--- src/rtl/pwm_capture.sv ---
// pwm_capture: measures period and high time of an asynchronous PWM input.
// Latency: result published 2 cycles after the edge that first samples a new high.
// No backpressure: one valid strobe per complete PWM cycle; consumer must capture it.
module pwm_capture #(
    parameter int WIDTH = 20
) (
    input  logic             clk_50,
    input  logic             rst,
    input  logic             pwm_in,
    output logic [WIDTH-1:0] period,
    output logic [WIDTH-1:0] high_time,
    output logic             valid,
    output logic             timeout,
    output logic             level
);

    // Saturation value of the period counter doubles as the timeout threshold.
    localparam logic [WIDTH-1:0] CNT_MAX = {WIDTH{1'b1}};
    localparam logic [WIDTH-1:0] CNT_ONE = WIDTH'(1);

    typedef enum logic {
        S_IDLE = 1'b0,
        S_MEAS = 1'b1
    } state_t;

    state_t           state_q;
    logic             s1_q;
    logic             s2_q;
    logic             s3_q;
    logic [WIDTH-1:0] per_cnt_q;
    logic [WIDTH-1:0] hi_cnt_q;
    logic [WIDTH-1:0] period_q;
    logic [WIDTH-1:0] high_time_q;
    logic             valid_q;
    logic             timeout_q;
    logic             level_q;

    logic             rise;
    logic             cnt_sat;
    logic [WIDTH-1:0] per_cnt_d;
    logic [WIDTH-1:0] hi_cnt_d;

    // s2 is the usable line level; s3 only exists to detect its rising edge.
    assign rise    = s2_q & ~s3_q;
    assign cnt_sat = (per_cnt_q == CNT_MAX);

    // Free-running increments; hi_cnt never exceeds per_cnt so it cannot wrap.
    always_comb begin
        per_cnt_d = per_cnt_q + CNT_ONE;
        hi_cnt_d  = hi_cnt_q;
        if (s2_q) begin
            hi_cnt_d = hi_cnt_q + CNT_ONE;
        end
    end

    // Two-flop synchroniser plus one delay stage for edge detection.
    always_ff @(posedge clk_50 or posedge rst) begin
        if (rst) begin
            s1_q <= 1'b0;
            s2_q <= 1'b0;
            s3_q <= 1'b0;
        end else begin
            s1_q <= pwm_in;
            s2_q <= s1_q;
            s3_q <= s2_q;
        end
    end

    // Measurement FSM: counters, published results, strobe and timeout flags.
    always_ff @(posedge clk_50 or posedge rst) begin
        if (rst) begin
            state_q     <= S_IDLE;
            per_cnt_q   <= '0;
            hi_cnt_q    <= '0;
            period_q    <= '0;
            high_time_q <= '0;
            valid_q     <= 1'b0;
            timeout_q   <= 1'b0;
            level_q     <= 1'b0;
        end else begin
            valid_q <= 1'b0;
            case (state_q)
                S_IDLE: begin
                    // First edge only arms: there is no complete cycle to report yet.
                    if (rise) begin
                        per_cnt_q <= CNT_ONE;
                        hi_cnt_q  <= CNT_ONE;
                        state_q   <= S_MEAS;
                    end else begin
                        per_cnt_q <= '0;
                        hi_cnt_q  <= '0;
                    end
                end
                S_MEAS: begin
                    if (rise) begin
                        // Checked before saturation so a period of exactly CNT_MAX still reports.
                        period_q    <= per_cnt_q;
                        high_time_q <= hi_cnt_q;
                        valid_q     <= 1'b1;
                        timeout_q   <= 1'b0;
                        per_cnt_q   <= CNT_ONE;
                        hi_cnt_q    <= CNT_ONE;
                    end else if (cnt_sat) begin
                        // Line stuck: report which level, clear results and re-arm.
                        timeout_q   <= 1'b1;
                        level_q     <= s2_q;
                        period_q    <= '0;
                        high_time_q <= '0;
                        per_cnt_q   <= '0;
                        hi_cnt_q    <= '0;
                        state_q     <= S_IDLE;
                    end else begin
                        per_cnt_q <= per_cnt_d;
                        hi_cnt_q  <= hi_cnt_d;
                    end
                end
                default: begin
                    state_q   <= S_IDLE;
                    per_cnt_q <= '0;
                    hi_cnt_q  <= '0;
                end
            endcase
        end
    end

    assign period    = period_q;
    assign high_time = high_time_q;
    assign valid     = valid_q;
    assign timeout   = timeout_q;
    assign level     = level_q;

endmodule

--- config.mk ---
export PLATFORM = sky130hd
export DESIGN_NAME = pwm_capture
export DESIGN_NICKNAME = d
export VERILOG_FILES = /design/src/rtl/pwm_capture.sv
export SDC_FILE = /design/constraint.sdc
export NUM_CORES = 1
export LEC_CHECK = 0
export BUFFER_PORTS_ARGS = -buffer_cell sky130_fd_sc_hd__buf_2
export CAP_MARGIN = 20
export CORE_MARGIN = 2
export CORE_UTILIZATION = 30
export DETAILED_ROUTE_END_ITERATION = 8
export PLACE_DENSITY = 0.52
export SLEW_MARGIN = 20
export SYNTH_ARGS = -nofsm -noshare
export SYNTH_HDL_FRONTEND = slang
export SYNTH_SLANG_ARGS = --single-unit
--- constraint.sdc ---
create_clock -name clk_50 -period 2.32 [get_ports clk_50]
set_input_delay 0.232 -clock clk_50 [delete_from_list [all_inputs] [get_ports clk_50]]
set_output_delay 0.232 -clock clk_50 [all_outputs]
set_load 0.03 [all_outputs]
# == Yosys cells after proc, flatten, opt, wreduce, memory -nomap -nowiden ==
# Index checks and enable logic that the tools add are counted.
# totals
inputBits,3
reg_bits,87
wordCells,40
out_inout_bits,43
# op_classes
muxes,18
bitwise_logic,4
n_reduce_logical,3
addsub,2
eq_ne,2
# ops
op,n
$mux 20,8
$pmux 20 s2,2
$add 20x1->20 const B,2
$eq 20x20->1 const B,1
$mux 1,7
$ne 4x1->1 const B,1
$not 1->1,3
$reduce_and 3->1,1
$pmux 1 s2,1
$reduce_and 2->1,1
$reduce_bool 2->1,1
$and 1x1->1,1

# == Logic depth before layout (Yosys ltp) ==
# logic_depth
word_depth,5
mapped_depth,7
depth_no_buf,5

# == Worst setup path after synthesis ==
# OpenSTA, ideal clock, no wires.
# synth_path
path_kind,flip-flop to flip-flop
from,reg per_cnt_q[0]
to,"reg high_time_q[0], in the netlist high_time[0]"
n_path_buf,2
t_arrival_ns,1.785
period_less_slack_ns,1.913
path_slack_ns,0.407
required_time_ns,2.193
setup_ns,0.127
path_stages_with_launch,8
path_cell_list,dfrtp_1 -> ha_1 -> nand4_1 -> or3_1 -> buf_4 -> nor3_4 -> clkbuf_2 -> o21ai_0
# synth_between
elab_chain_cells,3
# synth_rtl
item,line,text
"start, declared",30,logic [WIDTH-1:0] per_cnt_q;
"start signal, assigned",113,per_cnt_q <= per_cnt_d;
$eq 20x20->1,45,assign cnt_sat = (per_cnt_q == CNT_MAX);
$reduce_bool 2->1 (no source line),-,
$reduce_and 2->1 (no source line),-,
"end signal, assigned",98,high_time_q <= hi_cnt_q;
"end, declared",33,logic [WIDTH-1:0] high_time_q;
# Every way passes these cells.
# A chain may end at the register's enable or synchronous reset.

# == Final worst setup path ==
# layout_path
from,reg per_cnt_q[1]
to,"reg period_q[19], in the netlist period[19]"
# layout_between
elab_chain_cells,3
# layout_rtl
item,line,text
$eq 20x20->1,45,
$reduce_bool 2->1 (no source line),-,
$reduce_and 2->1 (no source line),-,
"end signal, assigned",97,period_q <= per_cnt_q;
"end, declared",32,logic [WIDTH-1:0] period_q;
# Every way passes these cells.

==> results.cfg <==
[run_status]
status = complete, no violations

[timing]
max_freq_mhz = 485
setup_tns_ns = 0
hold_viol = 0
worst_pin_slew_ns = 0.637
period_share = 0.888
min_period_ns = 2.06
fin_skew_ns = 0.00396
timing.hold.ws_ns = 0.347
grt_setup_unrepaired = false
report.final.slew_viol_count = 0
relSlewSlack = 0.571
final-setup-viol-count = 0
setup_ws_ns = 0.259

[job]
drv_cap = 0

[clocking]
worstSkewPairLatency_ns = 0.34
clockRootBuffer = clkbuf_16
cts_setup_buffers = 0
clk_pin_slew_ns = 0.06
htreeDepth = 3
cts_buffers = 9
clock-sinks = 87
cts_tree = done
clk_path_buf_depth = 2

[layout]
finalInstanceArea_sq_um = 4790
n_antenna_cell = 0
area_growth_syn_to_layout_pct = 19.9
final_core_util = 0.365
final_layout_size_suffix_gt1_frac = 0.181
fin_nets = 485

[drt]
wl_um = 9150
ant_nets = 0
num_vias = 3275
avgRoutedWirePerCell_um = 13.8
via_per_inst = 4.95
drc_errors = 0
drtIter0Drc = 203
drtPass1Iterations = 4

[placed_design]
dpl_cell_area_sq_um = 4460
gp_congestion = 0.788
dpl.hpwl_um = 6440
port_buffers = 45
place_ws_ns = 0.157

[worst_setup_path]
arrival_ns = 2.27
end_kind = register
critPathMaxFanout = 17
slowest_delay_ns = 0.51
crit_chain = ha_1 > nand4_1 > or3_4 > nor3_4 > buf_4 > o21ai_0
setup.worst_path.class = register to register
cp_slowest_cell = or3_4
critical_path_required_ns = 2.53
start_kind = register

[yosys]
ys_warn_count = 0
syn_nets = 438
yosysUniqueCellTypes = 47
synth-simple-area-share = 0.242
ys_seq_area_frac = 0.545
synth_xor_area_frac = 0.0285
synth_flop_cell = dfrtp_1
synth_edf_count = 0
yosys_register_bits = 87
synth-compound-area-share = 0.131
yosys.area_share.adder = 0.00626
synthCells = 433
syn_area_sq_um = 4000
muxShareOfSynthArea = 0.00782
async_flop_share = 1.00
synth_top_family_by_area = simple AND/OR/NAND/NOR gates
avgSynthCellArea_sq_um = 9.23

[global_route]
grtUsageTotal = 0.139
grt_pass1_vias = 3212
grt_pass1_wl_um = 15800
grt_max_degree = 38
antenna_found_initial = 0
overflow = 0

[pwr]
power.density_nw_per_um2 = 748
peakVddDrop_v = 0.000323
p_leak_nw = 2.14

[floorplanning]
dieArea_sq_um = 14300
initial_core_util = 0.304
ios = 46
rows = 42
coreArea_sq_um = 13100
die_y_um = 119
dieWidth_um = 119

[hold_path]
hp-class = register to register
-- worst max-delay path, delay by kind of cell, from the launching register on --
kind	cells	cell delay [ns]
AO/OA/AOI/OAI	1	0.12
adder cells (fa/ha/maj)	1	0.23
buffers and inverters	1	0.24
flip-flops	1	0.40
AND/OR/NAND/NOR	3	0.94
-- logic make-up (layout without fill, tap and decap cells) --
family | Yosys count | after routing
xor gates and xnor gates | 13 | 13
DFF | 87 | 87
adders and majority gates | 2 | 2
and+or+nand+nor | 201 | 201
muxes | 3 | 3
buffers and inverters | 37 | 89
AOI/OAI and AO/OA | 90 | 90
-- path summary, 6_finish.rpt --
| check | startpoint | end | slack, ns | depth (start not counted) |
|---|---|---|---|---|
| max | per_cnt_q[1]$_DFF_PP0_ | period[19]$_DFFE_PP0P_ | 0.26 | 6 |
| min | s1_q$_DFF_PP0_ | s2_q$_DFF_PP0_ | 0.35 | 0 |
| max reg2reg | per_cnt_q[1]$_DFF_PP0_ | period[19]$_DFFE_PP0P_ | 0.26 | 6 |
| min reg2reg | s1_q$_DFF_PP0_ | s2_q$_DFF_PP0_ | 0.35 | 0 |
| max in group asynchronous | rst | hi_cnt_q[15]$_DFFE_PP0P_ | 1.28 | 4 |
| min in group asynchronous | rst | period[19]$_DFFE_PP0P_ | 0.45 | 3 |
-- layer usage --
layer	wire, um	vias to the layer above	GRT usage
met1	3980	1601	0.174
met3	309	14	0.0283
met2	4720	57	0.235
met4	138	0	0.0574
li1	-	1603	-
met5	0	-	0
-- metrics by stage --
step	cells	total power, mW
after floorplan	433	2.00
after global placement	643	2.12
after detailed placement	643	2.13
after CTS	661	3.65
after global routing	661	3.77
final	661	3.59
-- cell usage after synthesis (all sizes together) (2+ instances only) --
cell	number	area (sq um)
clkbuf	18	73.8
and4	5	43.8
ha	2	25.0
a22oi	2	15.0
or4	6	45.0
a31o	2	17.5
o21ai	47	239
a21boi	3	22.5
nor2	21	78.8
nand2	106	398
nand4	13	87.6
nor2b	2	12.5
xnor2	9	78.8
a31oi	13	81.3
o211ai	3	22.5
o22ai	4	25.0
nand3	19	95.1
nor4	3	18.8
or3	9	56.3
nor4b	3	26.3
a21oi	11	55.1
and3	4	25.0
nor3	3	26.3
and2	2	12.5
inv	9	33.8
xor2	4	35.0
mux2i	2	20.0
buf	10	53.8
dfrtp	87	2180
-- cell usage in the layout, fill, tap and decap left out, drive strengths merged, types with 4 or more instances in the layout --
master	synthesis	layout
clkbuf	18	13
and3	4	4
xor2	4	4
nand2	106	106
or3	9	9
or4	6	6
nand3	19	19
xnor2	9	9
a21oi	11	11
o21ai	47	47
nor2	21	21
buf	10	62
and4	5	5
o22ai	4	4
a31oi	13	13
nand4	13	13
inv	9	8
dfrtp	87	87
-- sequential cells by signal, summed over array words and instances (netlist names), 20 cells and up --
signal,cells
high_time,20
per_cnt_q,20
hi_cnt_q,20
period,20
-- layout make-up --
class	count	area, sq um
clock buffers	13	270
well taps	176	220
clock inverters	3	40.0
repair buffers	64	385
multi-input cells	309	1660
fillers	1357	8340
flip-flops and latches	87	2180
inverters	9	37.5
-- where the power goes --
part / switching (mW) / total, mW / internal, mW
clock network: 0.571 / 1.49 / 0.919
logic: 0.257 / 0.385 / 0.127
registers: 0.102 / 1.71 / 1.61
-- repair_timing --
item,in CTS,in global routing
hold endpoints to repair,18,0
resized for setup,0,1
hold buffers,2,0
endpoints found under the setup margin,0,10
(Power assumes the default switching activity.)
